`config.mk`:
```
export PLATFORM = sky130hd
export DESIGN_NAME = ext_bus_ctrl_flat
export DESIGN_NICKNAME = d
export VERILOG_FILES = /design/src/rtl/ext_bus_ctrl_if.sv /design/src/rtl/ext_bus_ctrl.sv /design/src/flat_wrapper.sv
export SDC_FILE = /design/constraint.sdc
export NUM_CORES = 1
export LEC_CHECK = 0
export ABC_AREA = 1
export CAP_MARGIN = 10
export CORE_UTILIZATION = 40
export CTS_CLUSTER_DIAMETER = 100
export DETAILED_ROUTE_END_ITERATION = 12
export PLACE_DENSITY = 0.68
export SETUP_SLACK_MARGIN = 0.3
export SYNTH_ARGS = -nofsm -noshare
export SYNTH_HDL_FRONTEND = slang
export SYNTH_SLANG_ARGS = --single-unit
```
`constraint.sdc`:
```
create_clock -name clk -period 2 [get_ports clk]
set_clock_uncertainty 0.05 [all_clocks]
set_input_delay 0.4 -clock clk [delete_from_list [all_inputs] [get_ports clk]]
set_output_delay 0.4 -clock clk [all_outputs]
set_load 0.05 [all_outputs]
```
`src/rtl/ext_bus_ctrl_if.sv`:
```
// ext_bus_ctrl_if
// Bundles the cpu-side request/response signals and the external
// multiplexed-bus pins handled by ext_bus_ctrl.
//   cpu side : address, read, write, dataIn, byteCount  -> controller
//              dataOut, dataOutReady, dataInReady, busy  <- controller
//   bus side : ioIn (pin value)                          -> controller
//              ioOut, ioOe, addressLatch0/1, RAM CE/RD/WR,
//              ROM CE/RD                                 <- controller
// Modports: master = cpu plus board (drives requests and ioIn),
//           slave  = the controller.
// Handshake: read/write is a level request held by the cpu until the
// matching one-cycle ready pulse (dataOutReady for reads, dataInReady
// for writes); if it is still high in the cycle after the pulse, a new
// transaction starts.
interface ext_bus_ctrl_if;
  logic [23:0] address;
  logic        read;
  logic        write;
  logic [31:0] dataIn;
  logic [1:0]  byteCount;
  logic [31:0] dataOut;
  logic        dataOutReady;
  logic        dataInReady;
  logic        busy;
  logic [7:0]  ioOut;
  logic [7:0]  ioIn;
  logic        ioOe;
  logic        addressLatch0;
  logic        addressLatch1;
  logic        ramChipEnable;
  logic        ramRead;
  logic        ramWrite;
  logic        romChipEnable;
  logic        romRead;

  modport master (
    output address, read, write, dataIn, byteCount, ioIn,
    input  dataOut, dataOutReady, dataInReady, busy, ioOut, ioOe,
           addressLatch0, addressLatch1, ramChipEnable, ramRead, ramWrite,
           romChipEnable, romRead
  );

  modport slave (
    input  address, read, write, dataIn, byteCount, ioIn,
    output dataOut, dataOutReady, dataInReady, busy, ioOut, ioOe,
           addressLatch0, addressLatch1, ramChipEnable, ramRead, ramWrite,
           romChipEnable, romRead
  );
endinterface

```
`src/rtl/ext_bus_ctrl.sv`:
```
// ext_bus_ctrl
// Expands each cpu request (1-4 bytes) into byte-wide cycles on the
// board's 8-bit multiplexed bus: LATCH_LO, LATCH_HI, ACCESS (W cycles),
// RECOVER, and finally a DONE cycle that produces the ready pulse.
// Target is RAM when address[15] is set, ROM otherwise; it is fixed for
// the whole transaction even when the byte address wraps past 0xFFFF.
// ROM writes perform no bus cycles and are acknowledged immediately.
// Ports:
//   clk, rst   : clock, synchronous active-high reset
//   bus        : ext_bus_ctrl_if.slave (cpu request side and bus pins)
//   dbg_state  : current FSM state, for observation only
// Parameters: RAM_WAIT / ROM_WAIT = ACCESS length per byte (1..15).
// Optional macro BUS_HILATCH_CACHE_EN: remembers the last high address
// byte latched on the bus and skips LATCH_HI while it still matches.
//
// Every output is a register decoded from the state of the previous
// cycle, so pins lag the state register by exactly one clock. ioIn is
// therefore sampled while the state is RECOVER: that is the last cycle
// in which the RD strobe is visible on the pins.
module ext_bus_ctrl #(
  parameter int unsigned RAM_WAIT = 2,
  parameter int unsigned ROM_WAIT = 3
) (
  input  logic               clk,
  input  logic               rst,
  ext_bus_ctrl_if.slave      bus,
  output logic [2:0]         dbg_state
);

  typedef enum logic [2:0] {
    IDLE     = 3'd0,
    LATCH_LO = 3'd1,
    LATCH_HI = 3'd2,
    ACCESS   = 3'd3,
    RECOVER  = 3'd4,
    DONE     = 3'd5
  } state_t;

  localparam logic [3:0] RAM_W = 4'(RAM_WAIT);
  localparam logic [3:0] ROM_W = 4'(ROM_WAIT);

  state_t      state;
  logic [15:0] base_addr;
  logic [31:0] wdata;
  logic [1:0]  bcnt;
  logic [1:0]  idx;
  logic        is_write;
  logic        is_ram;
  logic [3:0]  wait_cnt;

`ifdef BUS_HILATCH_CACHE_EN
  logic [7:0]  hi_cache;
  logic        hi_valid;
`endif

  logic [15:0] cur_addr;
  logic [7:0]  cur_wbyte;
  logic [3:0]  wait_len;

  // 16-bit add wraps 0xFFFF -> 0x0000 naturally.
  assign cur_addr  = base_addr + {14'd0, idx};
  assign cur_wbyte = wdata[{idx, 3'b000} +: 8];
  assign wait_len  = is_ram ? RAM_W : ROM_W;
  assign dbg_state = state;

  always_ff @(posedge clk) begin
    if (rst) begin
      state             <= IDLE;
      base_addr         <= '0;
      wdata             <= '0;
      bcnt              <= '0;
      idx               <= '0;
      is_write          <= 1'b0;
      is_ram            <= 1'b0;
      wait_cnt          <= '0;
      bus.dataOut       <= '0;
      bus.dataOutReady  <= 1'b0;
      bus.dataInReady   <= 1'b0;
      bus.busy          <= 1'b0;
      bus.ioOut         <= '0;
      bus.ioOe          <= 1'b0;
      bus.addressLatch0 <= 1'b0;
      bus.addressLatch1 <= 1'b0;
      bus.ramChipEnable <= 1'b0;
      bus.ramRead       <= 1'b0;
      bus.ramWrite      <= 1'b0;
      bus.romChipEnable <= 1'b0;
      bus.romRead       <= 1'b0;
`ifdef BUS_HILATCH_CACHE_EN
      hi_cache          <= '0;
      hi_valid          <= 1'b0;
`endif
    end else begin
      // Output defaults: everything idle unless the current state asks.
      bus.dataOutReady  <= 1'b0;
      bus.dataInReady   <= 1'b0;
      bus.busy          <= (state != IDLE);
      bus.ioOut         <= '0;
      bus.ioOe          <= 1'b0;
      bus.addressLatch0 <= 1'b0;
      bus.addressLatch1 <= 1'b0;
      bus.ramChipEnable <= 1'b0;
      bus.ramRead       <= 1'b0;
      bus.ramWrite      <= 1'b0;
      bus.romChipEnable <= 1'b0;
      bus.romRead       <= 1'b0;

      case (state)
        IDLE: begin
          if (bus.read || bus.write) begin
            base_addr <= bus.address[15:0];
            wdata     <= bus.dataIn;
            bcnt      <= bus.byteCount;
            is_write  <= bus.write;
            is_ram    <= bus.address[15];
            idx       <= '0;
            // ROM cannot be written: acknowledge without touching the bus.
            if (bus.write && !bus.address[15]) state <= DONE;
            else                               state <= LATCH_LO;
          end
        end

        LATCH_LO: begin
          bus.ioOe          <= 1'b1;
          bus.ioOut         <= cur_addr[7:0];
          bus.addressLatch0 <= 1'b1;
`ifdef BUS_HILATCH_CACHE_EN
          if (hi_valid && (hi_cache == cur_addr[15:8])) begin
            state    <= ACCESS;
            wait_cnt <= wait_len - 4'd1;
          end else begin
            state    <= LATCH_HI;
          end
`else
          state <= LATCH_HI;
`endif
        end

        LATCH_HI: begin
          bus.ioOe          <= 1'b1;
          bus.ioOut         <= cur_addr[15:8];
          bus.addressLatch1 <= 1'b1;
`ifdef BUS_HILATCH_CACHE_EN
          hi_cache <= cur_addr[15:8];
          hi_valid <= 1'b1;
`endif
          state    <= ACCESS;
          wait_cnt <= wait_len - 4'd1;
        end

        ACCESS: begin
          bus.ramChipEnable <= is_ram;
          bus.romChipEnable <= !is_ram;
          if (is_write) begin
            bus.ramWrite <= 1'b1;
            bus.ioOe     <= 1'b1;
            bus.ioOut    <= cur_wbyte;
          end else begin
            bus.ramRead  <= is_ram;
            bus.romRead  <= !is_ram;
          end
          if (wait_cnt == 4'd0) state <= RECOVER;
          else                  wait_cnt <= wait_cnt - 4'd1;
        end

        RECOVER: begin
          bus.ramChipEnable <= is_ram;
          bus.romChipEnable <= !is_ram;
          if (is_write) begin
            // Keep data on the pins one cycle past WR for hold time.
            bus.ioOe  <= 1'b1;
            bus.ioOut <= cur_wbyte;
          end else begin
            bus.dataOut[{idx, 3'b000} +: 8] <= bus.ioIn;
          end
          if (idx == bcnt) begin
            state <= DONE;
          end else begin
            idx   <= idx + 2'd1;
            state <= LATCH_LO;
          end
        end

        DONE: begin
          if (is_write) bus.dataInReady  <= 1'b1;
          else          bus.dataOutReady <= 1'b1;
          state <= IDLE;
        end

        default: state <= IDLE;
      endcase
    end
  end

endmodule

```
`src/flat_wrapper.sv`:
```
// flat-port wrapper written by rule: the top's interface ports become plain ports
module ext_bus_ctrl_flat 
#(
  parameter int unsigned RAM_WAIT = 2,
  parameter int unsigned ROM_WAIT = 3
)
  (clk, rst, dbg_state, bus_address, bus_read, bus_write, bus_dataIn, bus_byteCount, bus_ioIn, bus_dataOut, bus_dataOutReady, bus_dataInReady, bus_busy, bus_ioOut, bus_ioOe, bus_addressLatch0, bus_addressLatch1, bus_ramChipEnable, bus_ramRead, bus_ramWrite, bus_romChipEnable, bus_romRead);
  ext_bus_ctrl_if bus_i ();
  input  logic clk;
  input  logic rst;
  output logic [2:0] dbg_state;
  input wire logic [$bits(bus_i.address)-1:0] bus_address;
  input wire logic [$bits(bus_i.read)-1:0] bus_read;
  input wire logic [$bits(bus_i.write)-1:0] bus_write;
  input wire logic [$bits(bus_i.dataIn)-1:0] bus_dataIn;
  input wire logic [$bits(bus_i.byteCount)-1:0] bus_byteCount;
  input wire logic [$bits(bus_i.ioIn)-1:0] bus_ioIn;
  output wire logic [$bits(bus_i.dataOut)-1:0] bus_dataOut;
  output wire logic [$bits(bus_i.dataOutReady)-1:0] bus_dataOutReady;
  output wire logic [$bits(bus_i.dataInReady)-1:0] bus_dataInReady;
  output wire logic [$bits(bus_i.busy)-1:0] bus_busy;
  output wire logic [$bits(bus_i.ioOut)-1:0] bus_ioOut;
  output wire logic [$bits(bus_i.ioOe)-1:0] bus_ioOe;
  output wire logic [$bits(bus_i.addressLatch0)-1:0] bus_addressLatch0;
  output wire logic [$bits(bus_i.addressLatch1)-1:0] bus_addressLatch1;
  output wire logic [$bits(bus_i.ramChipEnable)-1:0] bus_ramChipEnable;
  output wire logic [$bits(bus_i.ramRead)-1:0] bus_ramRead;
  output wire logic [$bits(bus_i.ramWrite)-1:0] bus_ramWrite;
  output wire logic [$bits(bus_i.romChipEnable)-1:0] bus_romChipEnable;
  output wire logic [$bits(bus_i.romRead)-1:0] bus_romRead;
  assign bus_i.address = bus_address;
  assign bus_i.read = bus_read;
  assign bus_i.write = bus_write;
  assign bus_i.dataIn = bus_dataIn;
  assign bus_i.byteCount = bus_byteCount;
  assign bus_i.ioIn = bus_ioIn;
  assign bus_dataOut = bus_i.dataOut;
  assign bus_dataOutReady = bus_i.dataOutReady;
  assign bus_dataInReady = bus_i.dataInReady;
  assign bus_busy = bus_i.busy;
  assign bus_ioOut = bus_i.ioOut;
  assign bus_ioOe = bus_i.ioOe;
  assign bus_addressLatch0 = bus_i.addressLatch0;
  assign bus_addressLatch1 = bus_i.addressLatch1;
  assign bus_ramChipEnable = bus_i.ramChipEnable;
  assign bus_ramRead = bus_i.ramRead;
  assign bus_ramWrite = bus_i.ramWrite;
  assign bus_romChipEnable = bus_i.romChipEnable;
  assign bus_romRead = bus_i.romRead;
  ext_bus_ctrl #(.RAM_WAIT(RAM_WAIT), .ROM_WAIT(ROM_WAIT)) u_core (.clk(clk), .rst(rst), .bus(bus_i), .dbg_state(dbg_state));
endmodule
```
==> impl_metrics.tcl <==
set metrics [dict create \
    die_y_um 113 \
    antenna_cells 0 \
    grt_pass1_vias 4499 \
    via_count 5012 \
    synth_cell_types 28 \
    cp-start-kind "register" \
    cts_root_buf "clkbuf_16" \
    fin_nets 897 \
    critPathRequiredTime_ps 2220 \
    finalSetupTns_ps 0 \
    fin_area_um2 6790 \
    vias_per_cell 5.06 \
    yosys.area.top_type "dfxtp_1" \
    crit_arrival_ps 1900 \
    netlist.area_leader.share_pct 44.8 \
    grt_usage_pct 20.8 \
    syn_to_final_growth_pct 37.0 \
    num_rows 40 \
    drc 0 \
    hold_viol_final 0 \
    p_per_area_nw_per_um2 967 \
    cts_buffers 9 \
    syn_area_per_cell_um2 7.04 \
    synth_area_um2 4950 \
    numClockSinks 111 \
    yosysWarnings 0 \
    period_minus_slack_ps 1680 \
    place_ws_ps -54.2 \
    drt-initial-drc-count 313 \
    path_clk_slew_ps 70 \
    portBuffers 115 \
    fmax_ghz 0.594 \
    num-fill-cells 1127 \
    mostFrequentLayoutCell "nor2_1" \
    drive_gt1_share_pct 12.4 \
    fp.coreArea_um2 12100 \
    start_util_pct 41.1 \
    drt-total-wl_um 13600 \
    grt_pass1_wl_um 21300 \
    multi_input_area_um2 2550 \
    drv_cap 0 \
    final_cell_mix "nor2_1 (143), dfxtp_1 (105), nand2_1 (101), a21oi_1 (69)" \
    die-area_um2 12800 \
    synthesis.nets 784 \
    holdWs_ps 403 \
    seq_area_um2 2230 \
    clock_latency_ps 350 \
    htreeDepth 3 \
    cp_max_fo 4 \
    netlist_top_cells_area "dfxtp_1 (45%), nor2_1 (11%), nand2_1 (8.3%)" \
    peakVddDrop_mv 0.408 \
    gr-total-overflow 0 \
    ant_nets 0 \
    synthCells 704 \
    cp-end-kind "register" \
    grt_start_max_net_pins 58 \
    dpl.hpwl_um 9610 \
    clockBufferDepth 2 \
    status "finished, final reports clean" \
    max_slew_margin_pct 66.5 \
    setup_viol 0 \
    gp_congestion 0.848 \
    fin_ws_ps 316 \
    antenna_found_initial 0 \
    dpl-instance-area_um2 6270 \
    drtPass1Iterations 5 \
    rsz0062_at_grt "true" \
    ys_seq_area_share_pct 44.8 \
    worstSetupPathType "register to register" \
    drv_slew 0 \
    die_w_um 113 \
    wl_per_cell_um 13.7 \
    cts_tree "built" \
    total_power_mw 6.56 \
    ios 124 \
    min-delay-path-class "register to register" \
    power_leakage_nw 2.83 \
    synth-seq-cells 111 \
    worst_slew_pin_slew_ps 503 \
    finalCritPeriodShare_pct 84.2 \
]
[synthesized netlist by cell type]
library cell / count
clkinv_1: 2
nand3_1: 65
buf_2: 9
nand2_2: 2
a31oi_1: 1
nor2_2: 1
clkbuf_1: 21
dfxtp_1: 111
nand3b_1: 1
o211ai_1: 2
nand4_1: 2
nor2_1: 146
nor2_8: 1
ha_1: 9
inv_2: 3
nand2_4: 2
a211oi_1: 1
nand2_1: 110
o21ai_2: 1
a21oi_1: 72
buf_6: 4
fa_1: 1
xnor2_1: 2
o21ai_0: 62
nor3_4: 1
inv_1: 47
nor3_1: 24
or2_2: 1
[layer usage]
layer | routed length (um) | track usage, %
met5 | 0 | 0
met1 | 6430 | 27.9
met3 | 705 | 3.21
met2 | 6200 | 34.4
met4 | 252 | 6.14
[stage by stage]
step / utilization, % / instances
floorplan: - / 704
global placement: 52.0 / 966
detailed placement: 52.0 / 966
CTS: 54.8 / 983
global route: 56.3 / 990
finish: 56.3 / 990
[repair_timing]
item,4_1_cts,5_1_grt
setup buffers,1,6
endpoints found under the setup margin,81,53
pin swaps,4,14
gates cloned,0,1
hold buffers,0,0
resized for setup,61,40
[layout make-up]
class	instances	share of cell area [%]
multi-input combinational	508	37.6
clock inverter	5	1.27
timing repair buffer	135	18.5
tap	168	3.10
inverter	52	3.06
clock buffer	11	3.58
sequential	111	32.9
[worst max-delay path, cell delays in order, from the launching register on]
cell and delay (ps):
dfxtp_2 340, ha_4 170, fa_2 390, nand2_2 110
nor2_4 50, nand2_4 90, nor2_2 50, nand2_1 70
nand3_1 90, a21oi_1 180
[where the power goes]
| part | internal, mW | total, mW | switching (mW) |
|---|---|---|---|
| Clock | 1.15 | 1.98 | 0.837 |
| Combinational | 0.696 | 1.89 | 1.20 |
| Sequential | 2.48 | 2.69 | 0.206 |
[worst paths after layout]
kind | start | to | slack, ps | depth (start not counted)
setup / recovery | u_core.idx[0] | u_core.bus.ioOut[4] | 320 | 9
hold / removal | u_core.wdata[31] | u_core.wdata[31] | 400 | 2
setup reg to reg | u_core.idx[0] | u_core.bus.ioOut[4] | 320 | 9
hold reg to reg | u_core.wdata[31] | u_core.wdata[31] | 400 | 2
[registers in the layout (all words and copies together), names as in the netlist, 2 cells and up]
signal	count
u_core.base_addr	16
u_core.bcnt	2
u_core.bus.dataOut	32
u_core.bus.ioOut	8
u_core.dbg_state	3
u_core.idx	2
u_core.wait_cnt	4
u_core.wdata	32
[cell families after synthesis]
kind of cell / Yosys count / synth area share (%)
flip-flops: 111 / 44.8
buffers and inverters: 86 / 7.35
adder cells (fa/ha/maj): 10 / 2.68
AND/OR/NAND/NOR: 356 / 30.5
AO/OA/AOI/OAI: 139 / 14.3
XOR/XNOR: 2 / 0.354
Power figures use the tool's default switching activity.
